**src/rtl/health_pkg.sv**
```systemverilog
// Shared types for the health supervisor: FSM state encoding and crash counter width.
package health_pkg;

    localparam int CRASH_W = 3;

    typedef enum logic [1:0] {
        ST_RUN   = 2'd0,
        ST_WARN  = 2'd1,
        ST_RESET = 2'd2,
        ST_HOLD  = 2'd3
    } state_t;

endpackage

```
**src/rtl/health_ch_timer.sv**
```systemverilog
// One monitored channel: saturating idle timer plus its timeout flag.
module health_ch_timer #(
    parameter int CNT_W   = 32,
    parameter int TIMEOUT = 10000000
) (
    input  logic clk,
    input  logic rst,
    input  logic act,
    input  logic en,
    input  logic hold_clr,
    output logic fault
);

    localparam logic [CNT_W-1:0] TMO = CNT_W'(TIMEOUT);

    logic [CNT_W-1:0] timer;

    always_ff @(posedge clk) begin
        if (rst || hold_clr || act || !en) begin
            timer <= '0;
        end else if (timer != TMO) begin
            timer <= timer + 1'b1;
        end
    end

    // Flag comes straight off the timer register; a disabled channel never reports.
    assign fault = (timer == TMO) && en;

endmodule

```
**src/rtl/health_supervisor.sv**
```systemverilog
// Watchdog-style supervisor: channel timeouts escalate RUN -> WARN -> RESET -> HOLD.
// Optional cause logging is enabled by defining HEALTH_CAUSE_LOG_EN.
module health_supervisor
    import health_pkg::*;
#(
    parameter int NUM_CH      = 4,
    parameter int CNT_W       = 32,
    parameter int TIMEOUT     = 10000000,
    parameter int WARN_CYC    = 1000000,
    parameter int RST_LEN     = 64,
    parameter int HOLDOFF     = 2000000,
    parameter int CRASH_LIMIT = 3,
    parameter int COOLDOWN    = 200000000
) (
    input  logic               clk,
    input  logic               rst,
    input  logic [NUM_CH-1:0]  ch_act,
    input  logic [NUM_CH-1:0]  ch_en,
    input  logic               safe_clr,
    output logic               warn_irq,
    output logic               sys_reset_req,
    output logic               safe_mode,
    output logic [NUM_CH-1:0]  fault_vec,
    output logic [CRASH_W-1:0] crash_cnt,
    output logic [1:0]         state_o
`ifdef HEALTH_CAUSE_LOG_EN
    ,
    output logic [NUM_CH-1:0]  cause_vec,
    output logic               cause_valid
`endif
);

    localparam logic [CNT_W-1:0]   WARN_LAST = CNT_W'(WARN_CYC - 1);
    localparam logic [CNT_W-1:0]   RST_LAST  = CNT_W'(RST_LEN - 1);
    localparam logic [CNT_W-1:0]   HOLD_LAST = CNT_W'(HOLDOFF - 1);
    localparam logic [CNT_W-1:0]   COOL_LAST = CNT_W'(COOLDOWN - 1);
    localparam logic [CRASH_W-1:0] LIMIT     = CRASH_W'(CRASH_LIMIT);

    function automatic logic [CRASH_W-1:0] sat_inc(input logic [CRASH_W-1:0] c);
        return (c >= LIMIT) ? LIMIT : c + 1'b1;
    endfunction

    function automatic logic [CRASH_W-1:0] sat_dec(input logic [CRASH_W-1:0] c);
        return (c == '0) ? '0 : c - 1'b1;
    endfunction

    state_t           state;
    logic [CNT_W-1:0] phase_cnt;
    logic [CNT_W-1:0] cool_cnt;
    logic             any_fault;
    logic             escalate;
    logic             cool_run;
    logic             cool_done;
    logic             hold_clr;

    assign any_fault = |fault_vec;
    assign hold_clr  = (state == ST_HOLD);
    assign escalate  = (state == ST_WARN) && any_fault && (phase_cnt == WARN_LAST);
    assign cool_run  = (state == ST_RUN) && !any_fault && !safe_mode;
    assign cool_done = cool_run && (cool_cnt == COOL_LAST);
    assign warn_irq  = (state == ST_WARN);
    assign state_o   = state;

    for (genvar i = 0; i < NUM_CH; i++) begin : g_ch
        health_ch_timer #(
            .CNT_W   (CNT_W),
            .TIMEOUT (TIMEOUT)
        ) u_timer (
            .clk      (clk),
            .rst      (rst),
            .act      (ch_act[i]),
            .en       (ch_en[i]),
            .hold_clr (hold_clr),
            .fault    (fault_vec[i])
        );
    end

    // One phase counter serves WARN, RESET and HOLD since they never overlap.
    always_ff @(posedge clk) begin
        if (rst) begin
            state         <= ST_RUN;
            phase_cnt     <= '0;
            sys_reset_req <= 1'b0;
        end else begin
            case (state)
                ST_RUN: begin
                    phase_cnt <= '0;
                    if (any_fault) begin
                        state <= ST_WARN;
                    end
                end
                ST_WARN: begin
                    if (!any_fault) begin
                        state     <= ST_RUN;
                        phase_cnt <= '0;
                    end else if (phase_cnt == WARN_LAST) begin
                        state         <= ST_RESET;
                        phase_cnt     <= '0;
                        sys_reset_req <= 1'b1;
                    end else begin
                        phase_cnt <= phase_cnt + 1'b1;
                    end
                end
                ST_RESET: begin
                    if (phase_cnt == RST_LAST) begin
                        state         <= ST_HOLD;
                        phase_cnt     <= '0;
                        sys_reset_req <= 1'b0;
                    end else begin
                        phase_cnt <= phase_cnt + 1'b1;
                    end
                end
                default: begin
                    if (phase_cnt == HOLD_LAST) begin
                        state     <= ST_RUN;
                        phase_cnt <= '0;
                    end else begin
                        phase_cnt <= phase_cnt + 1'b1;
                    end
                end
            endcase
        end
    end

    // Software clear outranks both crash increment and the sticky safe-mode set.
    always_ff @(posedge clk) begin
        if (rst) begin
            cool_cnt  <= '0;
            crash_cnt <= '0;
            safe_mode <= 1'b0;
        end else begin
            if (cool_run) begin
                cool_cnt <= cool_done ? '0 : cool_cnt + 1'b1;
            end else if (state != ST_RUN) begin
                cool_cnt <= '0;
            end

            if (safe_clr) begin
                crash_cnt <= '0;
                safe_mode <= 1'b0;
            end else begin
                if (escalate) begin
                    crash_cnt <= sat_inc(crash_cnt);
                end else if (cool_done) begin
                    crash_cnt <= sat_dec(crash_cnt);
                end
                if (crash_cnt == LIMIT) begin
                    safe_mode <= 1'b1;
                end
            end
        end
    end

`ifdef HEALTH_CAUSE_LOG_EN
    always_ff @(posedge clk) begin
        if (rst || safe_clr) begin
            cause_vec   <= '0;
            cause_valid <= 1'b0;
        end else if (escalate) begin
            cause_vec   <= fault_vec;
            cause_valid <= 1'b1;
        end
    end
`endif

endmodule

```
**config.mk**
```make
export PLATFORM = sky130hd
export DESIGN_NAME = health_supervisor
export DESIGN_NICKNAME = d
export VERILOG_FILES = /design/src/rtl/health_pkg.sv /design/src/rtl/health_ch_timer.sv /design/src/rtl/health_supervisor.sv
export SDC_FILE = /design/constraint.sdc
export NUM_CORES = 1
export LEC_CHECK = 0
export ABC_CLOCK_PERIOD_IN_PS = 4200
export CAP_MARGIN = 30
export CORE_MARGIN = 2
export CORE_UTILIZATION = 56
export CTS_CLUSTER_SIZE = 40
export DETAILED_ROUTE_END_ITERATION = 12
export DONT_BUFFER_PORTS = 1
export GPL_TIMING_DRIVEN = 0
export HOLD_SLACK_MARGIN = 0.08
export PLACE_DENSITY_LB_ADDON = 0.1
export SYNTH_ARGS = -nofsm -noshare
export SYNTH_HDL_FRONTEND = slang
export SYNTH_SLANG_ARGS = --single-unit
```
**constraint.sdc**
```tcl
create_clock -name clk -period 4.2 [get_ports clk]
set_input_delay 1.26 -clock clk [delete_from_list [all_inputs] [get_ports clk]]
set_output_delay 1.26 -clock clk [all_outputs]
set_load 0.05 [all_outputs]
```
Yosys cells after proc, flatten, opt, wreduce, memory -nomap -nowiden:

Cells that the tools add are included.

* output and inout bits: 12
* input bits: 11
* register bits: 199
* logic and storage cells: 97

* equality and inequality tests: 21
* mux-type cells: 22
* $lt $le $gt $ge: 1
* reduce and logical (&&, ||, !) cells: 35
* $add $sub $neg: 8

Operator list (count)
* 2-to-1 mux 32 bit: 7
* adder 32 x 1 -> 32 bit, second input constant: 6
* == test 32 x 24 -> 1 bit, second input constant: 4
* inequality test 32 x 24 -> 1 bit, second input constant: 4
* one-hot mux 32 bit (3 select lines): 1
* == test 32 x 20 -> 1 bit, second input constant: 1
* == test 32 x 21 -> 1 bit, second input constant: 1
* == test 32 x 28 -> 1 bit, second input constant: 1
* == test 32 x 6 -> 1 bit, second input constant: 1
* 2-to-1 mux 3 bit: 4
* 2-to-1 mux 2 bit: 5
* logical AND 1 bit: 9
* logical OR 1 bit: 9
* AND reduction 4 bit: 2
* nonzero test 2 bit: 4
* logical NOT 1 bit: 6
* one-hot mux 2 bit (3 select lines): 1
* == test 2 bit, second input constant: 2
* inequality test 2 x 1 -> 1 bit, second input constant: 2
* inequality test 2 bit, second input constant: 2
* nonzero test 4 bit: 1
* OR reduction 4 bit: 1
* adder 3 x 1 -> 3 bit, second input constant: 1
* == test 3 x 2 -> 1 bit, second input constant: 1
* other kinds (9): 11

Depth between registers and ports, before layout:

Gate-level depths: netlist of run 1.

* depth in word-level cells: 9
* depth in mapped cells: 11
* mapped depth without buffers: 9

Hierarchy:

From an unflattened synthesis of run 1, not the netlist that was laid out.

* cell total of the unflattened synthesis: 1219
* area total of the unflattened synthesis: 10229.8 um^2

By module, submodules not included
* health_ch_timer: area an instance 1642.8 um^2, cells each 193, instances 4
* health_supervisor: area an instance 3658.5 um^2, cells each 447, instances 1

Worst setup path before layout of run 1:

Ideal clock, no wire load.

* path type: input -> output
* from: input port ch_en[0]
* to: output port fault_vec[0]
* arrival: 1855 ps
* setup slack: 1085 ps
* stages: 3
* required time: 2940 ps
* cell sequence: inv_1 > nor4_2 > buf_4

* longest elaborated chain between the ends: 1

Ends and longest elaborated chain
* start: declaration: RTL line health_supervisor.sv:18 `input logic [NUM_CH-1:0] ch_en,`
* logical AND 1 bit: RTL line health_ch_timer.sv:27 `assign fault = (timer == TMO) && en;`
* end: declaration: RTL line health_supervisor.sv:23 `output logic [NUM_CH-1:0] fault_vec,`

No other way between the ends.

Worst setup path in the final report of run 1:

* from: register g_ch[0].u_timer.timer[5]
* to: output port fault_vec[0]

* longest elaborated chain between the ends: 2

Ends and longest elaborated chain
* start: declaration: RTL line health_ch_timer.sv:16 `logic [CNT_W-1:0] timer;`
* start signal: assignment: RTL line health_ch_timer.sv:22 `timer <= timer + 1'b1;`
* == test 32 x 24 -> 1 bit: RTL line health_ch_timer.sv:27
* logical AND 1 bit: RTL line health_ch_timer.sv:27

No other way between the ends.

==> results_dict.tcl, run 1 <==
set metrics [dict create \
    final.setup.tns_ps 0 \
    n_antenna_cell 0 \
    synth_edf_count 0 \
    min_from "cool_cnt[25]$_SDFFE_PP0P_" \
    hold_violations 0 \
    antenna_found_initial 0 \
    ys_warn_count 0 \
    power_leakage_nw 3.48 \
    reg2reg_from "g_ch[2].u_timer.timer[0]$_SDFFE_PP0P_" \
    ios 23 \
    cts-root-buf "clkbuf_16" \
    die_x_um 135 \
    clock-sinks 199 \
    synth_cells 1153 \
    cts_made_buffers 17 \
    clk_latency_ps 430 \
    drtIter0Drc 481 \
    grt_pass1_vias 7273 \
    finalCriticalPeriod_ps 3940 \
    rsz0062_at_grt "no" \
    track_usage_pct 22.1 \
    crit_start "g_ch[0].u_timer.timer[5]$_SDFFE_PP0P_" \
    nets 1201 \
    postSynthAreaPerCell_um2 8.36 \
    cts_tree "built" \
    end_kind "primary output" \
    path_cells "or4_1 > or4_1 > nor4_2 > buf_4" \
    slew_headroom_pct 31.1 \
    comb_power_share_pct 1.3 \
    initial_core_util_pct 57.7 \
    drive_above_1_share_pct 5.81 \
    outcome "completed" \
    dieArea_um2 18300 \
    p_per_area_nw_per_um2 334 \
    grt_max_degree 18 \
    totalPowerFinal_mw 3.51 \
    detail-route-antenna-nets 0 \
    drt-total-wl_mm 19.4 \
    hold_path_class "reg2reg" \
    fp-row-count 47 \
    viasPerCell 5.60 \
    synth_nets 1179 \
    critPathKind "reg2out" \
    peakVddDrop_mv 0.289 \
    fmax_ghz 0.254 \
    p_int_mw 2.74 \
    postCtsSetupBuffers 0 \
    port_buffers 0 \
    cp_num_buf_inv 1 \
    num-fill-cells 1525 \
    crit_path_max_incr_delay_ps 540 \
    gp_congestion 0.829 \
    power_switching_uw 768 \
    crit_family "simple AND/OR/NAND/NOR gates" \
    hpwl_mm 13.6 \
    via_count 7884 \
    cap_viol_max_count 0 \
    yosysSeqAreaShare_pct 41.3 \
    ys_seq_elements 199 \
    worstMarginPinSlew_ps 1030 \
    arrival_ps 2680 \
    cts.clk_slew.worst_paths_ps 70 \
    cp_max_fo 5 \
    synth-async-reset-ratio_pct 0 \
    required_ps 2940 \
    clock_skew_ps 12.0 \
    postCtsHoldBufs 0 \
    maxSlewViolCount 0 \
    syn2layout_area_growth_pct 8.87 \
    post-route-period-util_pct 93.9 \
    dr.pass1.iters 5 \
    start_kind "register" \
    drc 0 \
    grt-ovfl-total 0 \
    swShare_pct 21.9 \
    grt_pass1_wl_mm 33.5 \
    core_area_um2 16700 \
    crit_slowest_cell "or4_1" \
    setup_viol 0 \
    netlist-cell-type-count 57 \
    clockPowerShare_pct 44.7 \
    syn_area_um2 9640 \
    wl_per_cell_um 13.8 \
    synth_ff_type "dfxtp_1" \
    cts_max_level 4 \
    cts_buffer_depth 2 \
    die-height_um 135 \
    cts_resized 0 \
    crit_path_frequent_cell "or4_1" \
    pwr-share-seq_pct 54.0 \
]
## cell families (layout without fill, tap and decap cells)
logic type                 Yosys count  count (layout)  synth area share [%]
and+or+nand+nor                    620             620                  33.7
DFF                                199             199                  41.3
xor gates and xnor gates           149             149                  13.5
AOI/OAI and AO/OA                   98              98                  5.88
buffers and inverters               65              99                  2.88
adders and majority gates           15              15                  1.95
muxes                                7               7                 0.727
## cell type report
cell class / instances / area, um2 / share of cell area [%]
Inverter: 26 / 97.6 / 0.930
Buffer: 39 / 180 / 1.72
Tap cell: 220 / 275 / 2.62
Clock buffer: 18 / 439 / 4.19
Multi-Input combinational cell: 889 / 5380 / 51.2
Clock inverter: 13 / 123 / 1.17
Timing Repair Buffer: 3 / 17.5 / 0.167
Sequential cell: 199 / 3980 / 38.0
## worst register-to-register path: stages, from the launching register on
cell and delay, ps:
dfxtp_1 430, inv_1 100, ha_1 200, nor3b_1 140
nand4_1 140, nor3_1 90, a2111oi_2 870, or3b_1 440
buf_2 200, or2_1 220, buf_2 180, o21ai_1 140
## per-layer routing
layer	part of all wire, %	global-route usage, %
met1	49	30.6
met2	46	35.4
met3	3.3	4.12
met4	1.5	6.54
met5	0	0
## Yosys cell counts, types with 2 or more instances
library cell	count	area share, %
dfxtp_1	199	41
nor2_1	190	7.4
xor2_1	104	9.5
nand2_1	98	3.8
nand3_1	70	3.6
xnor2_1	45	4.1
nand4_1	43	2.8
and3_1	40	2.6
a21oi_1	38	2.0
nor3_1	31	1.6
o21ai_0	27	1.4
inv_1	26	1.0
or3_1	26	1.7
clkbuf_1	25	0.97
and4_1	18	1.6
nor4_1	17	1.1
ha_1	15	1.9
or4_1	14	1.1
and2_1	13	0.84
nor3_2	9	0.93
nor4b_1	9	0.82
o21ai_1	9	0.47
buf_2	8	0.42
nor2b_1	8	0.52
mux2i_1	7	0.73
nand2b_1	5	0.32
nor4bb_1	5	0.52
buf_4	4	0.31
nand3b_1	4	0.31
or3b_1	4	0.36
a31oi_1	3	0.19
o211ai_1	3	0.23
or3b_2	3	0.27
a211oi_1	2	0.16
a21o_1	2	0.16
a41oi_1	2	0.18
nor3b_1	2	0.16
nor4_2	2	0.26
o211a_1	2	0.21
o21bai_1	2	0.16
o41ai_1	2	0.18
or2_1	2	0.13
## worst paths after layout
| path | end | slack (ps) | cells after the start |
|---|---|---|---|
| max | fault_vec[0] | 260 | 4 |
| min | cool_cnt[25]$_SDFFE_PP0P_ | 480 | 2 |
| max reg2reg | cool_cnt[30]$_SDFFE_PP0P_ | 980 | 11 |
| min reg2reg | cool_cnt[25]$_SDFFE_PP0P_ | 480 | 2 |
## flip-flops by register name (all words and copies together), names as in the netlist
name and cells:
crash_cnt 3, state_o 2, cool_cnt 32, phase_cnt 32
g_ch.u_timer.timer 128, sys_reset_req 1, safe_mode 1
## power by group through the flow
stage                     Clock (mW)  Combinational [mW]  Sequential [mW]
after detailed placement           0              0.0460             1.94
after global placement             0              0.0457             1.94
after CTS                       1.60              0.0463             1.89
after global routing            1.68              0.0524             1.89
final                           1.57              0.0454             1.89
after floorplan                    0              0.0324             1.94
## through the flow
stage	instances	hold slack [ps]	util, %	worst slack, ps	cell area (um2)
floorplan	1153	448	-	1080	9640
global placement	1373	468	59.3	663	9910
detailed placement	1376	469	59.5	649	9930
CTS	1407	479	62.8	242	10500
global route	1407	504	62.8	188	10500
finish	1407	481	62.8	255	10500
## cells in the final DEF, fill, tap and decap left out, types with 27 or more instances in the layout
| master | instances |
|---|---|
| dfxtp_1 | 199 |
| nor2_1 | 190 |
| xor2_1 | 104 |
| nand2_1 | 98 |
| nand3_1 | 70 |
| xnor2_1 | 45 |
| nand4_1 | 43 |
| and3_1 | 40 |
| a21oi_1 | 38 |
| nor3_1 | 31 |
| o21ai_0 | 27 |
Power figures use the tool's default switching activity.
==> run 2: changes to the inputs <==
Settings changed: CORE_ASPECT_RATIO set to 0.8, CTS_CLUSTER_SIZE 40 to 16.
==> results_dict.tcl, run 2 (same netlist as run 1, synthesis figures left out) <==
set metrics [dict create \
    start_kind "register" \
    critPathKind "reg2out" \
    cts-root-buf "clkbuf_16" \
    cp_max_fo 5 \
    seqCellArea_um2 3980 \
    path_cells "or4_1 > or4_1 > nor4_2 > buf_4" \
    track_usage_pct 22.1 \
    port_buffers 0 \
    grt_max_degree 17 \
    fp-row-count 42 \
    ios 23 \
    layout_commonest_cell "dfxtp_1" \
    outcome "completed" \
    post-route-period-util_pct 92.5 \
    drc 0 \
    drt-total-wl_mm 19.5 \
    cts.clk_slew.worst_paths_ps 60 \
    hold_path_class "reg2reg" \
    dr.pass1.iters 7 \
    crit_path_max_incr_delay_ps 550 \
    detail-route-antenna-nets 0 \
    nets 1201 \
    comb_power_share_pct 1.2 \
    placed_cell_area_um2 9920 \
    maxSlewViolCount 0 \
    grt_pass1_wl_mm 33.1 \
    largest_reg_flops 128 \
    n_antenna_cell 0 \
    clk_latency_ps 430 \
    core_area_um2 16700 \
    hold_violations 0 \
    hpwl_mm 13.7 \
    largestRegisters "g_ch.u_timer.timer: 128 flops, cool_cnt: 32 flops, phase_cnt: 32 flops" \
    fin_cells 1406 \
    clock_skew_ps 10.1 \
    cts_max_level 4 \
    drive_above_1_share_pct 5.48 \
    peakVddDrop_mv 0.241 \
    power_switching_uw 720 \
    cap_viol_max_count 0 \
    final_cell_mix "dfxtp_1 (199), nor2_1 (190), xor2_1 (104)" \
    end_kind "primary output" \
    finalCriticalPeriod_ps 3890 \
    initial_core_util_pct 57.7 \
    crit_slowest_cell "or4_1" \
    setup_viol 0 \
    via_count 7817 \
    required_ps 2940 \
    worstMarginPinSlew_ps 1040 \
    multi_input_area_um2 5380 \
    power_leakage_nw 3.52 \
    wl_per_cell_um 13.9 \
    fmax_ghz 0.257 \
    cts_made_buffers 17 \
    dieArea_um2 18300 \
    grt_pass1_vias 6926 \
    p_int_mw 2.99 \
    pwr-share-seq_pct 51.2 \
    antenna_found_initial 0 \
    postCtsSetupBuffers 0 \
    die_x_um 151 \
    clock-sinks 199 \
    viasPerCell 5.56 \
    fin_area_um2 10600 \
    gp_congestion 0.856 \
    p_per_area_nw_per_um2 351 \
    syn2layout_area_growth_pct 9.63 \
    hold-worst-slack_ps 484 \
    arrival_ps 2630 \
    grt-ovfl-total 0 \
    rsz0062_at_grt "no" \
    postCtsHoldBufs 0 \
    dp_cells 1375 \
    cts_resized 0 \
    num-fill-cells 1489 \
    die-height_um 121 \
    slew_headroom_pct 30.0 \
    cts_buffer_depth 2 \
    final.setup.tns_ps 0 \
    cts_tree "built" \
    swShare_pct 19.4 \
    crit_path_frequent_cell "or4_1" \
    largest-register "g_ch.u_timer.timer" \
    clockPowerShare_pct 47.6 \
    drtIter0Drc 466 \
]
## run 2: path summary, 6_finish.rpt
path | end | slack (ps) | startpoint | depth (start not counted)
min reg2reg | cool_cnt[25]$_SDFFE_PP0P_ | 480 | cool_cnt[25]$_SDFFE_PP0P_ | 2
min | cool_cnt[25]$_SDFFE_PP0P_ | 480 | cool_cnt[25]$_SDFFE_PP0P_ | 2
max reg2reg | cool_cnt[3]$_SDFFE_PP0P_ | 910 | g_ch[2].u_timer.timer[0]$_SDFFE_PP0P_ | 11
max | fault_vec[0] | 310 | g_ch[0].u_timer.timer[5]$_SDFFE_PP0P_ | 4
## run 2: power by group through the flow
| stage | sequential (mW) | combinational, mW | clock (mW) |
|---|---|---|---|
| 3_5_place_dp | 1.94 | 0.0467 | 0 |
| 3_3_place_gp | 1.94 | 0.0463 | 0 |
| 4_1_cts | 1.90 | 0.0472 | 1.80 |
| 2_1_floorplan | 1.94 | 0.0324 | 0 |
| 5_1_grt | 1.90 | 0.0522 | 1.88 |
| 6_report | 1.90 | 0.0460 | 1.76 |
## run 2: critical path: cells and delay by family, from the launching register on
family | cells | cell delay, ps
DFF | 1 | 350
buffers and inverters | 1 | 310
and+or+nand+nor | 3 | 1530
## run 2: stage by stage
stage / power [mW] / setup slack [ps] / utilization, %
finish: 3.71 / 315 / 63.2
global route: 3.83 / 260 / 63.2
CTS: 3.74 / 308 / 63.2
detailed placement: 1.99 / 630 / 59.4
global placement: 1.98 / 665 / 59.3
floorplan: 1.97 / 1080 / -
## run 2: layout make-up
class,count,area share [%]
multi-input combinational,889,50.9
buffer,39,1.71
sequential,199,37.7
timing repair buffer,3,0.166
clock inverter,8,1.62
clock buffer,22,4.39
tap,220,2.61
inverter,26,0.924
## run 2: layer usage
metal	part of all wire, %	wire (um)	vias up	track usage [%]
met5	0	0	-	0
met4	0.80	156	0	6.13
met3	4.7	919	14	3.87
met2	41	8100	142	31.8
met1	53	10400	3617	33.8
li1	-	-	4044	-
